[config.mk]
export PLATFORM = sky130hd
export DESIGN_NAME = mining_controller
export DESIGN_NICKNAME = d
export VERILOG_FILES = /design/src/rtl/mining_controller.sv
export SDC_FILE = /design/constraint.sdc
export NUM_CORES = 1
export LEC_CHECK = 0
export ABC_AREA = 1
export CAP_MARGIN = 20
export CORE_MARGIN = 10
export CORE_UTILIZATION = 48
export CTS_BUF_LIST = sky130_fd_sc_hd__clkbuf_4
export CTS_CLUSTER_DIAMETER = 100
export DETAILED_ROUTE_END_ITERATION = 10
export PLACE_DENSITY = 0.78
export RECOVER_POWER = 100
export SETUP_SLACK_MARGIN = 0.15
export SLEW_MARGIN = 20
export SYNTH_ARGS = -nofsm -noshare
export SYNTH_HDL_FRONTEND = slang
export SYNTH_SLANG_ARGS = --single-unit
[constraint.sdc]
create_clock -name clock -period 12.35 [get_ports clock]
set_input_delay 2.47 -clock clock [delete_from_list [all_inputs] [get_ports clock]]
set_output_delay 2.47 -clock clock [all_outputs]
set_load 0.01 [all_outputs]
[src/rtl/mining_controller.sv]
// Mining sequencer: loads a block header into BRAM, then sweeps a nonce range through an external hash core.
// Latency: header writes land one cycle after acceptance; 3 cycles per nonce plus hash-core latency.
// Backpressure: hdr_ready is high only while loading; each hash is waited on for at most TIMEOUT cycles.
module mining_controller #(
    parameter int HASH_W     = 256,
    parameter int DATA_W     = 32,
    parameter int ADDR_W     = 16,
    parameter int HDR_WORDS  = 20,
    parameter int NONCE_ADDR = 19,
    parameter int DIFF_W     = 9,
    parameter int TIMEOUT    = 1024
) (
    input  logic              clock,
    input  logic              reset,
    input  logic              start,
    input  logic              abort,
    input  logic [DIFF_W-1:0] difficulty,
    input  logic [31:0]       nonce_start,
    input  logic [31:0]       nonce_end,
    input  logic              hdr_valid,
    input  logic [DATA_W-1:0] hdr_data,
    output logic              hdr_ready,
    output logic              bram_cs_n,
    output logic              bram_wr_n,
    output logic [ADDR_W-1:0] bram_addr,
    output logic [DATA_W-1:0] bram_din,
    output logic              hash_start,
    input  logic              hash_done,
    input  logic [HASH_W-1:0] hash_in,
    output logic              busy,
    output logic              found,
    output logic              exhausted,
    output logic              error,
    output logic [31:0]       nonce_out,
    output logic [31:0]       attempts,
    output logic [2:0]        state
);
    localparam int LZ_W   = $clog2(HASH_W + 1);
    localparam int WAIT_W = $clog2(TIMEOUT + 1);

    // ERROR shares code 7 with EXHAUST; the error flag tells them apart.
    typedef enum logic [2:0] {
        ST_IDLE      = 3'd0,
        ST_LOAD      = 3'd1,
        ST_WR_NONCE  = 3'd2,
        ST_HASH_GO   = 3'd3,
        ST_HASH_WAIT = 3'd4,
        ST_CHECK     = 3'd5,
        ST_FOUND     = 3'd6,
        ST_EXHAUST   = 3'd7
    } state_t;

    typedef struct packed {
        logic              cs_n;
        logic              wr_n;
        logic [ADDR_W-1:0] addr;
        logic [DATA_W-1:0] din;
    } bram_t;

    state_t              state_q, state_d;
    bram_t               bram_q, bram_d;
    logic [ADDR_W-1:0]   idx_q, idx_d;
    logic [DIFF_W-1:0]   diff_q, diff_d;
    logic [31:0]         end_q, end_d;
    logic [31:0]         nonce_q, nonce_d;
    logic [31:0]         att_q, att_d;
    logic [HASH_W-1:0]   hash_q, hash_d;
    logic [WAIT_W-1:0]   wait_q, wait_d;
    logic                hash_start_q, hash_start_d;
    logic                hdr_ready_q, hdr_ready_d;
    logic                busy_q, busy_d;
    logic                found_q, found_d;
    logic                exh_q, exh_d;
    logic                err_q, err_d;

    logic [LZ_W-1:0]     lz;
    logic [31:0]         diff_eff;
    logic                hit;

    // Highest set bit wins, so lz ends up as the leading-zero count.
    always_comb begin
        lz = LZ_W'(HASH_W);
        for (int i = 0; i < HASH_W; i++) begin
            if (hash_q[i]) begin
                lz = LZ_W'(HASH_W - 1 - i);
            end
        end
    end

    assign diff_eff = (32'(diff_q) > 32'(HASH_W)) ? 32'(HASH_W) : 32'(diff_q);
    assign hit      = (32'(lz) >= diff_eff);

    always_comb begin
        state_d      = state_q;
        bram_d       = bram_q;
        bram_d.wr_n  = 1'b1;
        idx_d        = idx_q;
        diff_d       = diff_q;
        end_d        = end_q;
        nonce_d      = nonce_q;
        att_d        = att_q;
        hash_d       = hash_q;
        wait_d       = wait_q;
        hash_start_d = 1'b0;
        hdr_ready_d  = hdr_ready_q;
        found_d      = found_q;
        exh_d        = exh_q;
        err_d        = err_q;

        if (abort) begin
            state_d     = ST_IDLE;
            bram_d.cs_n = 1'b1;
            hdr_ready_d = 1'b0;
            found_d     = 1'b0;
            exh_d       = 1'b0;
            err_d       = 1'b0;
        end else begin
            case (state_q)
                ST_LOAD: begin
                    bram_d.cs_n = 1'b1;
                    if (hdr_valid && hdr_ready_q) begin
                        bram_d.cs_n = 1'b0;
                        bram_d.wr_n = 1'b0;
                        bram_d.addr = idx_q;
                        bram_d.din  = hdr_data;
                        idx_d       = idx_q + 1'b1;
                        if (idx_q == ADDR_W'(HDR_WORDS - 1)) begin
                            state_d     = ST_WR_NONCE;
                            hdr_ready_d = 1'b0;
                        end
                    end
                end
                ST_WR_NONCE: begin
                    bram_d.cs_n = 1'b0;
                    bram_d.wr_n = 1'b0;
                    bram_d.addr = ADDR_W'(NONCE_ADDR);
                    bram_d.din  = DATA_W'(nonce_q);
                    state_d     = ST_HASH_GO;
                end
                ST_HASH_GO: begin
                    bram_d.cs_n  = 1'b0;
                    hash_start_d = 1'b1;
                    wait_d       = '0;
                    state_d      = ST_HASH_WAIT;
                end
                ST_HASH_WAIT: begin
                    bram_d.cs_n = 1'b0;
                    if (hash_done) begin
                        hash_d  = hash_in;
                        att_d   = (att_q == 32'hFFFF_FFFF) ? att_q : att_q + 32'd1;
                        state_d = ST_CHECK;
                    end else if (wait_q == WAIT_W'(TIMEOUT - 1)) begin
                        err_d       = 1'b1;
                        bram_d.cs_n = 1'b1;
                        state_d     = ST_EXHAUST;
                    end else begin
                        wait_d = wait_q + 1'b1;
                    end
                end
                ST_CHECK: begin
                    if (hit) begin
                        found_d     = 1'b1;
                        bram_d.cs_n = 1'b1;
                        state_d     = ST_FOUND;
                    end else if (nonce_q == end_q) begin
                        exh_d       = 1'b1;
                        bram_d.cs_n = 1'b1;
                        state_d     = ST_EXHAUST;
                    end else begin
                        nonce_d = nonce_q + 32'd1;
                        state_d = ST_WR_NONCE;
                    end
                end
                default: begin
                    // IDLE and the terminal states: wait for a new job.
                    bram_d.cs_n = 1'b1;
                    hdr_ready_d = 1'b0;
                    if (start) begin
                        diff_d      = difficulty;
                        nonce_d     = nonce_start;
                        end_d       = nonce_end;
                        idx_d       = '0;
                        att_d       = '0;
                        found_d     = 1'b0;
                        exh_d       = 1'b0;
                        err_d       = 1'b0;
                        hdr_ready_d = 1'b1;
                        state_d     = ST_LOAD;
                    end
                end
            endcase
        end

        busy_d = (state_d == ST_LOAD)      || (state_d == ST_WR_NONCE) ||
                 (state_d == ST_HASH_GO)   || (state_d == ST_HASH_WAIT) ||
                 (state_d == ST_CHECK);
    end

    always_ff @(posedge clock) begin
        if (!reset) begin
            state_q      <= ST_IDLE;
            bram_q.cs_n  <= 1'b1;
            bram_q.wr_n  <= 1'b1;
            bram_q.addr  <= '0;
            bram_q.din   <= '0;
            idx_q        <= '0;
            diff_q       <= '0;
            end_q        <= '0;
            nonce_q      <= '0;
            att_q        <= '0;
            hash_q       <= '0;
            wait_q       <= '0;
            hash_start_q <= 1'b0;
            hdr_ready_q  <= 1'b0;
            busy_q       <= 1'b0;
            found_q      <= 1'b0;
            exh_q        <= 1'b0;
            err_q        <= 1'b0;
        end else begin
            state_q      <= state_d;
            bram_q       <= bram_d;
            idx_q        <= idx_d;
            diff_q       <= diff_d;
            end_q        <= end_d;
            nonce_q      <= nonce_d;
            att_q        <= att_d;
            hash_q       <= hash_d;
            wait_q       <= wait_d;
            hash_start_q <= hash_start_d;
            hdr_ready_q  <= hdr_ready_d;
            busy_q       <= busy_d;
            found_q      <= found_d;
            exh_q        <= exh_d;
            err_q        <= err_d;
        end
    end

    assign hdr_ready  = hdr_ready_q;
    assign bram_cs_n  = bram_q.cs_n;
    assign bram_wr_n  = bram_q.wr_n;
    assign bram_addr  = bram_q.addr;
    assign bram_din   = bram_q.din;
    assign hash_start = hash_start_q;
    assign busy       = busy_q;
    assign found      = found_q;
    assign exhausted  = exh_q;
    assign error      = err_q;
    assign nonce_out  = nonce_q;
    assign attempts   = att_q;
    assign state      = state_q;

endmodule

# Word-level counts from Yosys, hierarchy flattened

Cells that the tools add are included.

Bits in writable memories: 0
Memories kept: 0
Output and inout bits: 123
Bits of input ports: 367
Latch bits: 0
Memory bits (read-only): 0
Word-level logic and storage cells: 383
Register bits: 447

Add/subtract/negate cells: 4
Bitwise logic cells: 6
Eq/ne operators: 26
Magnitude comparators: 2
Mux-type cells: 300
Divide/modulo/power cells: 0
Multiply operators: 0
Reductions and logical operators: 27
Shift operators: 0

Operator list:

| cell                  | count |
|---|---|
| $mux 9                | 257 |
| $mux 32               | 6 |
| $pmux 32 s2           | 2 |
| $pmux 49 s2           | 1 |
| $add 32x1->32 const B | 2 |
| $mux 50               | 1 |
| $eq 32x32->1          | 1 |
| $eq 32x32->1 const B  | 1 |
| $mux 16               | 2 |
| $pmux 16 s2           | 1 |
| $mux 3                | 8 |
| $mux 11               | 2 |
| $ne 2x2->1 const B    | 11 |
| $pmux 11 s2           | 1 |
| $add 16x1->16 const B | 1 |
| $eq 16x5->1 const B   | 1 |
| $reduce_and 4->1      | 4 |
| $pmux 3 s5            | 1 |
| $reduce_and 3->1      | 5 |
| $mux 1                | 13 |
| $eq 3x2->1 const B    | 4 |
| $eq 3x3->1 const B    | 4 |
| $reduce_or 4->1       | 3 |
| $add 11x1->11 const B | 1 |
| other kinds (14)      | 32 |

# Longest topological paths before layout

Word-level depth: 265
Mapped depth: 273
Gate-level depth less buffers: 272

# Worst setup path before layout

No wires, ideal clock.

Kind: flip-flop to flip-flop
Start: register hash_q[1]
End: register nonce_q[10] (netlist: nonce_out[10])
Buffers on the path: 2
Cell stages (with the launch flop): 273
Period minus slack after synthesis: 13046 ps
Library setup time: 136 ps
Data required time: 12214 ps
Slack: -696 ps
Arrival: 12910 ps
Cells stage by stage: dfxtp_1 -> inv_1 -> nand2_1 -> nand2_1 -> nand2_1 -> nand2_1 -> nand2_1 -> nand2_1 -> nand2_1 -> nand2_1 -> nand2_1 -> nand2_1 -> nand2_1 -> nand2_1 -> nand2_1 -> nand2_1 -> nand2_1 -> nand2_1 -> (+237 left out) -> nand2_1 -> nand2_1 -> ha_1 -> nand3_1 -> o211ai_1 -> nand3_1 -> nand2_1 -> nand3_1 -> nand2_1 -> a21oi_1 -> o21bai_1 -> nand2_1 -> o21a_1 -> nand3_1 -> inv_1 -> clkbuf_1 -> clkbuf_1 -> a31oi_1

Word-level cells in the longest chain between the ends: 258

Ends and longest elaborated chain:

| what                              | line | RTL |
|---|---|---|
| start, declared                   | 67   | `logic [HASH_W-1:0] hash_q, hash_d;` |
| start signal, assigned            | 227  | `hash_q <= hash_d;` |
| $mux 9 (255 in a row)             | 84   | `if (hash_q[i]) begin` |
| $ge 9x9->1                        | 91   | `assign hit = (32'(lz) >= diff_eff);` |
| $ne 2x2->1 (no source line)       | -    |  |
| $reduce_and 5->1 (no source line) | -    |  |
| end signal, assigned              | 225  | `nonce_q <= nonce_d;` |
| end, declared                     | 65   | `logic [31:0] nonce_q, nonce_d;` |

No other way between the ends.
A chain may end at the register's enable or synchronous reset.

# Worst setup path in the final report

Start: register hash_q[1]
End: register busy_q (netlist: busy)

Word-level cells in the longest chain between the ends: 264
Elaborated cells between the ends (all ways): 268
Those cells by class: 1 x order compare; 5 x eq/ne; 258 x mux; 4 x reduce/logical

Ends and longest elaborated chain:

| what                                     | line | RTL |
|---|---|---|
| $mux 9 * (255 in a row)                  | 84   |  |
| $ge 9x9->1 *                             | 91   |  |
| $mux 3 *                                 | 161  | `if (hit) begin` |
| $pmux 3 s5 *                             | 118  | `case (state_q)` |
| $mux 3 *                                 | 110  | `if (abort) begin` |
| $eq 3x1->1 or $eq 3x2->1 (tied branches) | 194  | `busy_d = (state_d == ST_LOAD) \|\| (state_d == ST_WR_NONCE) \|\|` |
| $logic_or 1x1->1 (2 in a row)            | 194  |  |
| $logic_or 1x1->1                         | 195  | `(state_d == ST_HASH_GO) \|\| (state_d == ST_HASH_WAIT) \|\|` |
| $logic_or 1x1->1 *                       | 195  |  |
| end signal, assigned                     | 231  | `busy_q <= busy_d;` |
| end, declared                            | 71   | `logic busy_q, busy_d;` |

Every way passes the cells marked *; elsewhere a longest branch is shown, timed or not.

==> metrics.yaml <==
synth_edf_count: 0
avgRoutedWirePerCell_microns: 16.2
port_buffers: 489
r2r_slack_ns: -2.02
grt_pass1_vias: 21300
syn_inst: 3143
synth_most_common_cell: "nand2_1"
synth_area_per_cell_sq_um: 7.01
slew_violations: 0
critical_path_peak_fanout: 2
clk_pin_slew_worst_paths_ns: 0.07
highest_layer: "met5"
yosys-top-cells-count: "nand2_1 (670), dfxtp_1 (447), a21oi_1 (409), o21ai_0 (404), inv_1 (376)"
worst_pin_slew_ns: 1.02
grt_remaining_overflow: 0
clockBufferDepth: 3
via_count: 22200
fin_worst_skew_ns: 0.0454
final_antenna_net_count: 0
crit_type: "reg -> reg"
worst_hold_path.num_cells: 2
multi_input_area_sq_um: 10000
die_area_sq_um: 54900
register_area_sq_um: 8950
drive_above_1_share: 0.0972
hold_viol: 0
crit_path_top_delay_cell: "dfxtp_2"
ys_ff_latch: 447
violations: "setup timing"
synth_cell_type_count: 39
crit_required_ns: 13.08
p_switching_mw: 1.30
routed_wl_microns: 71000
power_frac_comb: 0.282
cp_common_cell: "nand2_1"
max_cap_viol_count: 0
rsz0062_at_grt: "true"
slowest_delay_ns: 0.33
cts_tree: "yes"
drc: 0
synth.area.top_cells: "dfxtp_1 (41%), nand2_1 (11%), a21oi_1 (9.3%), o21ai_0 (9.2%), inv_1 (6.4%)"
reg2reg_from: "hash_q[1]"
clock_power_share: 0.329
slew_headroom: 0.318
hold_path.class: "reg -> reg"
dr.pass1.iters: 5
grt_antenna_before_repair: 23
arrival_ns: 15.10
rr_worst_depth: 273
vdd_ir_drop_max_mv: 0.0846
grtUsageTotal: 0.247
syn-num-nets: 3524
layout_setup_ws_ns: -2.02
dp_hpwl_microns: 52800
yosys.area.top_type: "dfxtp_1"
status: "finished with violations"
finalNetCount: 4057
cts_hold_buf: 0
hp-start: "wait_q[2]"
holdPathEnd: "wait_q[2]"
wl_met1_microns: 29900
fin_crit_ns: 14.37
dr_wl_met3_microns: 5750
synthFlopType: "dfxtp_1"
yosys_warnings: 0
yosysSeqAreaShare: 0.406
initial_utilization: 0.486
cts_num_sinks: 447
finish.utilization: 0.650
die-height_microns: 234
clk_latency_ns: 0.89
core.rowCount: 78
cp-start-kind: "flop"
p_seq_frac: 0.390
numCtsBuffers: 118
dr_wl_met2_microns: 33400
fillCellCount: 4047
r2r-end: "busy"
fin_hold_ws_ns: 0.460
vias_per_cell: 5.08
synthesis.area_sq_um: 22000
fmax_ghz: 0.0696
p_int_mw: 2.68
core_sq_um: 45400
cts-htree-levels: 3
synth_top_area_frac: 0.406
synthArstFlopShare: 0
die_w_microns: 234
power.density_nw_per_um2: 135
drt_iter0_markers: 1533
fin_crit_sh: 1.16
grt_pass1_wl_microns: 110000
setup_violations: 38
p_sw_frac: 0.327
gp_congestion: 0.927
area_growth_pct: 33.7
cts_root_buffer: "clkbuf_4"
cp-end-kind: "flop"
grt_max_degree: 203
leakagePower_nw: 12.3
boundaryPins: 490
==> cell families after synthesis <==
group           after synthesis  share of synthesized area
fa+ha+maj                    14                    0.00795
buf+inv                     598                      0.148
xor+xnor                     20                    0.00795
flops                       447                      0.406
compound gates              926                      0.222
simple gates               1138                      0.208
==> registers in the layout, indices dropped and copies added, names as in the netlist <==
register    flops
attempts       32
bram_addr      16
bram_cs_n       1
bram_din       32
bram_wr_n       1
busy            1
diff_q          9
end_q          32
error           1
exhausted       1
found           1
hash_q        256
hash_start      1
hdr_ready       1
idx_q          16
nonce_out      32
state           3
wait_q         11
==> through the flow <==
| step | TNS, ns | worst slack, ns | total power, mW | instances | area, sq um |
|---|---|---|---|---|---|
| final | -70.38 | -2.02 | 3.98 | 4380 | 29500 |
| after global routing | -179.34 | -4.88 | 4.27 | 4376 | 29500 |
| after CTS | -73.66 | -2.04 | 3.98 | 4353 | 29200 |
| after detailed placement | -71.67 | -2.03 | 2.66 | 4145 | 27600 |
| after global placement | -63.87 | -1.77 | 2.64 | 4145 | 27600 |
| after floorplan | -11.36 | -0.369 | 2.28 | 3143 | 22100 |
==> how the worst max path moves through the flow <==
| stage | startpoint | endpoint | slack (ns) | cells after the start |
|---|---|---|---|---|
| after global placement | hash_q[1] | nonce_out[14] | -1.77 | 272 |
| after CTS | hash_q[1] | nonce_out[14] | -2.04 | 272 |
| final | hash_q[1] | busy | -2.02 | 273 |
| after global routing | hash_q[1] | busy | -4.88 | 273 |
| after floorplan | hash_q[1] | nonce_out[31] | -0.37 | 271 |
| after detailed placement | hash_q[1] | nonce_out[14] | -2.03 | 272 |
==> per-layer routing <==
layer,GRT usage,vias to the layer above
met1,0.297,9974
met2,0.409,670
li1,-,11400
met5,0,-
met3,0.0828,156
met4,0.0788,22
==> area by class of cell <==
cell class | count | share of cell area
Sequential cell | 447 | 0.304
Tap cell | 600 | 0.0255
Clock inverter | 44 | 0.00857
Clock buffer | 164 | 0.0418
Multi-Input combinational cell | 2098 | 0.340
Inverter | 453 | 0.0927
Antenna cell | 16 | 0.00136
Timing Repair Buffer | 558 | 0.187
==> critical path: cells and delay by family (launching register included) <==
kind / cells / cell delay [ns]
AND/OR/NAND/NOR: 264 / 12.61
AO/OA/AOI/OAI: 5 / 0.80
buffers and inverters: 3 / 0.23
flip-flops: 1 / 0.33
adder cells (fa/ha/maj): 1 / 0.22
==> placed cells by master, fill, tap and decap left out, types with 9 or more instances in the layout <==
cell type and instances:
nand3_1 52, bufinv_8 74, a31oi_1 23, o21ai_1 13, ha_1 14, o31ai_1 16, nor4_1 23, inv_1 374
clkdlybuf4s50_1 487, o21ai_0 382, diode_2 16, nor3_1 43, nand4_1 32, a22oi_1 32, nand2_1 669, a211oi_1 9
clkbuf_4 164, o21ai_2 10, a21oi_1 403, xor2_1 16, dfxtp_1 445, nor2_1 294, buf_4 58, clkinv_1 34
==> power by group through the flow <==
| stage | registers (mW) | logic (mW) | clock network [mW] |
|---|---|---|---|
| after floorplan | 1.57 | 0.701 | 0 |
| after global placement | 1.58 | 1.06 | 0 |
| after detailed placement | 1.58 | 1.08 | 0 |
| after CTS | 1.55 | 1.09 | 1.34 |
| after global routing | 1.56 | 1.30 | 1.42 |
| final | 1.55 | 1.12 | 1.31 |
==> timing repair <==
| action | CTS | global route |
|---|---|---|
| gates cloned | 0 | 4 |
| hold endpoints to repair | 0 | 0 |
| pin swaps | 1 | 4 |
| buffers inserted | 0 | 7 |
| resized for setup | 6 | 47 |
| setup endpoints to repair | 38 | 38 |
(Power assumes the default switching activity.)
